File: src/rtl/shift_result_stage_pkg.sv
// Shared constants for the shift result stage: op and state encodings, widths.
package shift_result_stage_pkg;

    localparam int DATA_W  = 32;
    localparam int SHAMT_W = 5;

    localparam logic SHIFT_SLL = 1'b0;
    localparam logic SHIFT_SRA = 1'b1;

    localparam logic [1:0] ST_EMPTY = 2'd0;
    localparam logic [1:0] ST_ONE   = 2'd1;
    localparam logic [1:0] ST_FULL  = 2'd2;

endpackage

File: src/rtl/skid_buffer_2.sv
// Generic 2-entry valid/ready buffer: main entry drives the output, skid absorbs one overflow.
// Handshake: a transfer happens on a rising edge when valid and ready are both high; ready is registered.
module skid_buffer_2
    import shift_result_stage_pkg::*;
#(
    parameter int W = 38
) (
    input  logic         clock,
    input  logic         reset,
    input  logic         in_valid,
    output logic         in_ready,
    input  logic [W-1:0] in_payload,
    output logic         out_valid,
    input  logic         out_ready,
    output logic [W-1:0] out_payload
);

    // state is observable by hierarchical reference for debug and checkers
    logic [1:0]   state;
    logic [1:0]   state_next;
    logic [W-1:0] main_q;
    logic [W-1:0] skid_q;
    logic         ready_q;
    logic         in_xfer;
    logic         out_xfer;

    assign in_xfer     = in_valid & ready_q;
    assign out_xfer    = (state != ST_EMPTY) & out_ready;
    assign in_ready    = ready_q;
    assign out_valid   = (state != ST_EMPTY);
    assign out_payload = main_q;

    always_comb begin
        state_next = state;
        case (state)
            ST_EMPTY: if (in_xfer) state_next = ST_ONE;
            ST_ONE: begin
                if (in_xfer && !out_xfer)      state_next = ST_FULL;
                else if (!in_xfer && out_xfer) state_next = ST_EMPTY;
            end
            ST_FULL:  if (out_xfer) state_next = ST_ONE;
            default:  state_next = ST_EMPTY;
        endcase
    end

    always_ff @(posedge clock) begin
        if (reset) begin
            state   <= ST_EMPTY;
            ready_q <= 1'b0;
            main_q  <= '0;
            skid_q  <= '0;
        end else begin
            state   <= state_next;
            ready_q <= (state_next != ST_FULL);
            // main takes fresh input when it is free or being drained this edge
            if ((state == ST_EMPTY && in_xfer) || (state == ST_ONE && in_xfer && out_xfer)) begin
                main_q <= in_payload;
            end else if (state == ST_FULL && out_xfer) begin
                main_q <= skid_q;
            end
            if (state == ST_ONE && in_xfer && !out_xfer) begin
                skid_q <= in_payload;
            end
        end
    end

endmodule

File: src/rtl/sll_barrel_shifter.sv
// 32-bit logical left barrel shifter; vacated low bits are zero-filled.
module sll_barrel_shifter (
    input  logic [31:0] data,
    input  logic [4:0]  shamt,
    output logic [31:0] result
);

    logic [31:0] stage;

    always_comb begin
        stage = data;
        for (int i = 0; i < 5; i++) begin
            if (shamt[i]) begin
                stage = stage << (32'd1 << i);
            end
        end
        result = stage;
    end

endmodule

File: src/rtl/sra_barrel_shifter.sv
// 32-bit arithmetic right barrel shifter; vacated high bits copy bit 31.
module sra_barrel_shifter (
    input  logic [31:0] data,
    input  logic [4:0]  shamt,
    output logic [31:0] result
);

    logic [31:0] stage;

    always_comb begin
        stage = data;
        for (int i = 0; i < 5; i++) begin
            if (shamt[i]) begin
                stage = $unsigned($signed(stage) >>> (32'd1 << i));
            end
        end
        result = stage;
    end

endmodule

File: src/rtl/shift_result_stage.sv
// Execute-stage wrapper: shifts on input transfer and buffers {result, tag, zero}
// in a 2-entry skid buffer so downstream stalls never lose or repeat a result.
module shift_result_stage
    import shift_result_stage_pkg::*;
#(
    parameter int WIDTH = DATA_W,
    parameter int TAG_W = 5
) (
    input  logic               clock,
    input  logic               reset,
    input  logic               in_valid,
    output logic               in_ready,
    input  logic [WIDTH-1:0]   in_data,
    input  logic [SHAMT_W-1:0] in_shamt,
    input  logic               in_op,
    input  logic [TAG_W-1:0]   in_tag,
    output logic               out_valid,
    input  logic               out_ready,
    output logic [WIDTH-1:0]   out_data,
    output logic [TAG_W-1:0]   out_tag,
    output logic               out_zero
);

    localparam int PAYLOAD_W = WIDTH + TAG_W + 1;

    logic [WIDTH-1:0]     sll_result;
    logic [WIDTH-1:0]     sra_result;
    logic [WIDTH-1:0]     shift_result;
    logic [PAYLOAD_W-1:0] in_payload;
    logic [PAYLOAD_W-1:0] out_payload;

    sll_barrel_shifter u_sll (
        .data   (in_data),
        .shamt  (in_shamt),
        .result (sll_result)
    );

    sra_barrel_shifter u_sra (
        .data   (in_data),
        .shamt  (in_shamt),
        .result (sra_result)
    );

    assign shift_result = (in_op == SHIFT_SRA) ? sra_result : sll_result;
    assign in_payload   = {shift_result, in_tag, (shift_result == '0)};

    skid_buffer_2 #(
        .W (PAYLOAD_W)
    ) u_buf (
        .clock       (clock),
        .reset       (reset),
        .in_valid    (in_valid),
        .in_ready    (in_ready),
        .in_payload  (in_payload),
        .out_valid   (out_valid),
        .out_ready   (out_ready),
        .out_payload (out_payload)
    );

    assign {out_data, out_tag, out_zero} = out_payload;

endmodule

File: config.mk
export PLATFORM = sky130hd
export DESIGN_NAME = shift_result_stage
export DESIGN_NICKNAME = d
export VERILOG_FILES = /design/src/rtl/shift_result_stage_pkg.sv /design/src/rtl/skid_buffer_2.sv /design/src/rtl/sll_barrel_shifter.sv /design/src/rtl/sra_barrel_shifter.sv /design/src/rtl/shift_result_stage.sv
export SDC_FILE = /design/constraint.sdc
export NUM_CORES = 1
export LEC_CHECK = 0
export ABC_AREA = 1
export CELL_PAD_IN_SITES_DETAIL_PLACEMENT = 0
export CELL_PAD_IN_SITES_GLOBAL_PLACEMENT = 1
export CORE_ASPECT_RATIO = 1.75
export CORE_MARGIN = 10
export CORE_UTILIZATION = 43
export CTS_BUF_LIST = sky130_fd_sc_hd__clkbuf_4 sky130_fd_sc_hd__clkbuf_8
export DETAILED_ROUTE_END_ITERATION = 12
export PLACE_DENSITY_LB_ADDON = 0.1
export SYNTH_ARGS = -nofsm -noshare
export SYNTH_HDL_FRONTEND = slang
export SYNTH_HIERARCHICAL = 1
export SYNTH_SLANG_ARGS = --single-unit
File: constraint.sdc
create_clock -name clock -period 4.73 [get_ports clock]
set_input_delay 0.473 -clock clock [delete_from_list [all_inputs] [get_ports clock]]
set_output_delay 0.473 -clock clock [all_outputs]
set_load 0.01 [all_outputs]
After elaboration in Yosys (flattened, before gate mapping)
Cells that the tools add are included.

Reductions and logical operators: 14. Muxes and demuxes: 18. Bitwise logic cells: 2. Equality and inequality tests: 3.

Operator list (number): two-way mux 32 bit (6); two-way mux 31 bit (5); two-way mux 38 bit (2); logical NOT 32 bit (1); two-way mux 2 bit (4); logical AND 1 bit (7); case mux 2 bit (3 select lines) (1); nonzero test 2 bit (2); bitwise AND 1 bit (2); == test 2 x 1 -> 1 bit, second input constant (1); == test 2 bit, second input constant (1); logical NOT 1 bit (2); logical NOT 2 bit (1); inequality test 2 bit, second input constant (1); logical OR 1 bit (1).

Output and inout port bits: 40. Flip-flop bits (word level): 79. Input port bits: 47. Word-level logic and storage cells: 41.

Longest topological paths before layout
Depth after elaboration: 8. Mapped depth: 22. Depth with buffers taken out: 21.

Hierarchy
The synthesis kept the hierarchy.

Modules (own cells, without submodules): skid_buffer_2 (cells each 553, times used 1, area an instance 3663.5 sq um); sra_barrel_shifter (cells each 386, times used 1, area an instance 1975.6 sq um); sll_barrel_shifter (cells each 354, times used 1, area an instance 1595.3 sq um); shift_result_stage (cells each 135, times used 1, area an instance 573.0 sq um).

Least setup slack after synthesis
OpenSTA, ideal clock, no wires.

Path kind: input port to flip-flop. Start point: in in_shamt[0]. End point: reg u_buf.main_q[0], in the netlist u_buf/out_payload[0]. Setup slack: 2706 ps. Data required time: 4668 ps. Cell stages on the path: 22. Arrival time: 1963 ps. Path buffers: 2. Path through: buf_6 -> inv_8 -> buf_12 -> nand2_4 -> nand3_2 -> nand3_2 -> nand2_1 -> nand2_1 -> nand2_1 -> nand2_1 -> nand2_1 -> nand2_1 -> nand2_1 -> nor2_1 -> nand2_1 -> nor2_1 -> nand2_1 -> nor2_1 -> inv_1 -> nand2_1 -> nand2_1 -> nor2_2.

Word-level cells in the longest chain between the ends: 8. Elaborated cells on any way between the ends: 13. Classes of those cells: mux: 12; reduce/logical: 1.

RTL lines: from (decl) (RTL line shift_result_stage.sv:14) `input logic [SHAMT_W-1:0] in_shamt,`; two-way mux 31 bit (5 in a row) (RTL line sra_barrel_shifter.sv:13) `if (shamt[i]) begin`; named net sra_result[27] (RTL line shift_result_stage.sv:27) `logic [WIDTH-1:0] sra_result;`; two-way mux 32 bit (RTL line shift_result_stage.sv:44) `assign shift_result = (in_op == SHIFT_SRA) ? sra_result : sll_result;`; named net in_payload[33] (RTL line shift_result_stage.sv:29) `logic [PAYLOAD_W-1:0] in_payload;`; logical NOT 32 bit (RTL line shift_result_stage.sv:45) `assign in_payload = {shift_result, in_tag, (shift_result == '0)};`; named net in_payload[0] (RTL line shift_result_stage.sv:29); two-way mux 38 bit (RTL line skid_buffer_2.sv:56) `if ((state == ST_EMPTY && in_xfer) || (state == ST_ONE && in_xfer && out_xfer)) begin`; to (signal assigned) (RTL line skid_buffer_2.sv:57) `main_q <= in_payload;`; to (signal assigned) (RTL line skid_buffer_2.sv:59) `main_q <= skid_q;`; to (decl) (RTL line skid_buffer_2.sv:21) `logic [W-1:0] main_q;`.

The timed path passes the listed nets, and every way through them passes these cells. A chain may end at the register's enable or synchronous reset.

Worst setup path after layout
Start point: in in_shamt[4]. End point: reg u_buf.skid_q[0].

Word-level cells in the longest chain between the ends: 3. Elaborated cells on any way between the ends: 4. Classes of those cells: mux: 3; reduce/logical: 1.

RTL lines: two-way mux 32 bit (RTL line sll_barrel_shifter.sv:13) `if (shamt[i]) begin`; named net sll_result[4] (RTL line shift_result_stage.sv:26) `logic [WIDTH-1:0] sll_result;`; two-way mux 32 bit (RTL line shift_result_stage.sv:44); named net in_payload[10] (RTL line shift_result_stage.sv:29); logical NOT 32 bit (RTL line shift_result_stage.sv:45); named net in_payload[0] (RTL line shift_result_stage.sv:29); to (signal assigned) (RTL line skid_buffer_2.sv:62) `skid_q <= in_payload;`; to (decl) (RTL line skid_buffer_2.sv:22) `logic [W-1:0] skid_q;`.

The timed path passes the listed nets, and every way through them passes these cells.

==> PnR_summary.wiki <==
{| class="wikitable"
! Metric !! Value
|-
| Run status || finished, final reports clean
|-
| Row Count || 65
|-
| Worst path top cell family by delay || buffers and inverters
|-
| Number of ports placed on the die boundary || 87
|-
| CP Launch Type || input pin
|-
| Count of cells along the worst register-to-register path || 6
|-
| Total leakage power || around 4.3 nW
|-
| Die outline height || about 200 µm
|-
| Vias in the first global route || ~8400
|-
| Die footprint || roughly 0.024 mm²
|-
| WHS Endpoint || u_buf/skid_q[13]$_SDFFE_PP0P_
|-
| Cell types with the highest counts after synthesis || sky130_fd_sc_hd__nand2_1 (516), sky130_fd_sc_hd__nand3_1 (372), sky130_fd_sc_hd__inv_1 (129)
|-
| Clock transition at the registers of the reported paths || approximately 0.080 ns
|-
| Worst reg2reg path startpoint || u_buf/in_ready$_SDFF_PP0_
|-
| Total non-filler cell area in the finished layout || ~0.0086 mm²
|-
| DRT iter0 DRCs || 780
|-
| IR drop worst, VDD || 177.9 µV
|-
| Clock sink count || 79
|-
| Count of cells resized by post-cts repair || 0
|-
| CTS tree || built
|-
| Portion of the post-synthesis area used by sequential elements || 20.26%
|-
| Count of unresolved DRC violations after routing || 0
|-
| Wire length after detailed routing || about 28000 µm
|-
| # placed instances || ~1700
|-
| Highest achievable clock rate || around 350 MHz
|-
| Antenna Nets Post-Route || 0
|-
| Worst clock skew || ~0.011 ns
|-
| First-pass iteration count of the detailed router || 6
|-
| Clock period minus final worst setup slack || a little under 3 ns
|-
| Highest-delay cell along the critical path || sky130_fd_sc_hd__clkdlybuf4s50_1
|-
| Number of cells on the worst hold path || 2
|-
| Final TNS setup || 0 ns
|-
| Endpoint of the most critical register-to-register path || u_buf/skid_q[5]$_SDFFE_PP0P_
|-
| Maximum Capacitance Violations || 0
|-
| Syn_area_per_cell || approximately 5.5 µm²
|-
| Synthesized netlist cell count || between 1000 and 1500
|-
| Worst min-delay path class || reg -> reg
|-
| Setup WS post-layout || ~1.8 ns
|-
| Final count of hold timing violations || 0
|-
| Worst reg2reg setup slack || 2.79 ns
|-
| Worst path cell trace || clkdlybuf4s50_1 -> clkinv_1 -> and3_1 -> nand2_2 -> nand2_1 -> nor2_1 -> nand2_1 -> nor2_1 -> nand2_1 -> nor2_1 -> o21ai_0 -> a21oi_1
|-
| Worst skew pair latency || 0.35 ns
|-
| GPL Wtd Cong || 1.129
|-
| Min-Delay Startpoint || u_buf/skid_q[13]$_SDFFE_PP0P_
|-
| Number of warnings printed during yosys synthesis || 6
|-
| Data required time of the worst path || around 5 ns
|-
| Setup violators final || 0
|-
| Critical-path maximum fanout || 18
|-
| CTS Root Buffer Type || sky130_fd_sc_hd__clkbuf_8
|-
| Post-route non-filler standard cell count || 1680
|-
| Total of buffers placed on input and output ports || 86
|-
| Most frequently used cell type in the post-synthesis netlist || sky130_fd_sc_hd__nand2_1
|-
| Setup repair after global routing missed its margin || no
|-
| Largest net degree at the start of global routing || 58
|-
| DP Area || 0.008452 mm²
|-
| Post-CTS setup repair buffer count || 0
|-
| Syn nets || 1475
|-
| Post-route fraction of the period consumed by the critical path || about three fifths
|-
| X dimension of the die || ~120 µm
|-
| Routed vias || just over 9000
|-
| Final-report max-slew violation count || 0
|-
| Total number of nets in the final design || approximately 1500
|-
| Number of buffers created by CTS || 9
|-
| Mean routed wirelength per cell || roughly 17 µm
|-
| Buffer levels on the longest clock path || 2
|-
| Antenna violations before repair || 0
|-
| Headroom to the max-slew limit || roughly a fifth
|-
| Share of layout cells above drive strength 1 || about 7.6%
|-
| Critical Path Sink Type || flip-flop
|-
| Transition time at the pin with the least slew margin || 1.193 ns
|-
| Share of synthesized flip-flops with an asynchronous set or reset || 0%
|-
| Arrival time at the worst endpoint || around 3.2 ns
|-
| Crit path buffers/inverters || 2
|-
| Hpwl dp || approximately 22000 µm
|-
| Initial core utilization || around 43%
|-
| Combined area of all synthesized cells || 0.007807 mm²
|-
| CTS H-tree lvls || 3
|-
| Synth top area share || between 20 and 25%
|-
| Number of buffers inserted for hold repair after clock tree synthesis || 0
|-
| Layout Area Growth over Synthesis || 10.66%
|-
| Overall fraction of global-route tracks in use || 22.87%
|-
| First-pass GRT wire length || roughly 44000 µm
|-
| Critical setup path kind || in -> reg
|-
| Number of storage elements in the synthesis netlist || between 70 and 80
|-
| Vias per cell || 5.398
|-
| Library cells used by synthesis || 26
|-
| Cell taking the most area after synthesis || sky130_fd_sc_hd__nand2_1
|-
| Pre-CTS setup slack || roughly 1.5 ns
|-
| Cell area power density || roughly 230 mW/mm²
|-
| Top_reg_cell synth || sky130_fd_sc_hd__dfxtp_1
|-
| Top area cells in the synthesized netlist || sky130_fd_sc_hd__nand2_1 (25%), sky130_fd_sc_hd__nand3_1 (24%), sky130_fd_sc_hd__dfxtp_1 (20%), sky130_fd_sc_hd__inv_1 (6.2%), sky130_fd_sc_hd__nand3_2 (4.5%)
|-
| Number of enable-type register cells in the synthesized netlist || 0
|-
| Core region area || approximately 0.018 mm²
|-
| Maximum single-stage delay on the critical path || between 0.7 and 0.8 ns
|-
| Number of diodes || 0
|-
| Global route total overflow || 0
|}
==> through the flow <==
stage / power, mW / hold WS [ns] / utilization (%)
after floorplan: 1.247 / 0.4291 / -
after global placement: 1.485 / 0.4369 / 47.02
after detailed placement: 1.486 / 0.4433 / 47.02
after CTS: 1.963 / 0.4546 / 48.07
after global routing: 2.080 / 0.4720 / 48.07
final: 1.949 / 0.4523 / 48.07
==> layout make-up <==
class | instances | area (µm²)
well taps | 234 | 292.8
clock buffers | 12 | 158.9
flip-flops and latches | 79 | 1582
inverters | 137 | 524.3
multi-input cells | 1113 | 5100
repair buffers | 101 | 953.4
clock inverters | 4 | 28.78
fillers | 2047 | 9334
==> power by group <==
group / internal [mW] / switching (mW) / total [mW]
Clock: 0.226 / 0.244 / 0.471
Combinational: 0.265 / 0.500 / 0.765
Sequential: 0.699 / 0.0149 / 0.713
==> kinds of logic after synthesis <==
group / after synthesis / synth area share, %
AND/OR/NAND/NOR: 1035 / 60.32
buffers and inverters: 236 / 14.42
AO/OA/AOI/OAI: 78 / 5.000
flip-flops: 79 / 20.26
==> cells in the final DEF (no fill, tap or decap), types with 6 or more instances in the layout <==
cell type	netlist	final
sky130_fd_sc_hd__clkbuf_8	0	11
sky130_fd_sc_hd__dfxtp_1	79	79
sky130_fd_sc_hd__inv_2	5	6
sky130_fd_sc_hd__nand2_1	516	516
sky130_fd_sc_hd__o21ai_0	38	38
sky130_fd_sc_hd__nor2_1	72	72
sky130_fd_sc_hd__inv_1	129	128
sky130_fd_sc_hd__a21oi_1	40	40
sky130_fd_sc_hd__buf_4	9	15
sky130_fd_sc_hd__nand2_4	8	8
sky130_fd_sc_hd__nand3_2	35	35
sky130_fd_sc_hd__nand3_1	372	372
sky130_fd_sc_hd__clkdlybuf4s50_1	0	82
sky130_fd_sc_hd__nand2_2	19	19
==> worst max-delay path by stage <==
stage | startpoint | end | slack, ns | cells past startpoint
4_1_cts | in_shamt[4] | u_buf/skid_q[0]$_SDFFE_PP0P_ | 1.89 | 12
6_report | in_shamt[4] | u_buf/skid_q[0]$_SDFFE_PP0P_ | 1.85 | 12
3_5_place_dp | in_shamt[4] | u_buf/out_payload[0]$_SDFFE_PP0P_ | 1.53 | 14
5_1_grt | in_shamt[0] | u_buf/out_payload[0]$_SDFFE_PP0P_ | 1.58 | 19
3_3_place_gp | in_shamt[0] | u_buf/out_payload[0]$_SDFFE_PP0P_ | 1.54 | 19
2_1_floorplan | in_shamt[0] | u_buf/out_payload[0]$_SDFFE_PP0P_ | 2.71 | 22
==> layer usage <==
| metal | wire [µm] | global-route usage [%] |
|---|---|---|
| met2 | 14250 | 40.61 |
| met1 | 10830 | 24.89 |
| met4 | 1752 | 14.24 |
| met3 | 1319 | 2.709 |
| met5 | 0 | 0 |
==> worst register-to-register path: stages (launching register included) <==
cell and delay (ns):
sky130_fd_sc_hd__dfxtp_1 0.34, sky130_fd_sc_hd__nand2_1 0.07, sky130_fd_sc_hd__inv_1 0.14, sky130_fd_sc_hd__nand3_2 0.56
sky130_fd_sc_hd__buf_4 0.47, sky130_fd_sc_hd__o21ai_0 0.18, sky130_fd_sc_hd__a21oi_1 0.05
==> registers in the layout, indices dropped and copies added, names as in the netlist <==
signal	cells
u_buf/out_payload	38
u_buf/skid_q	38
u_buf/state	2
u_buf/in_ready	1
Power figures use the tool's default switching activity.
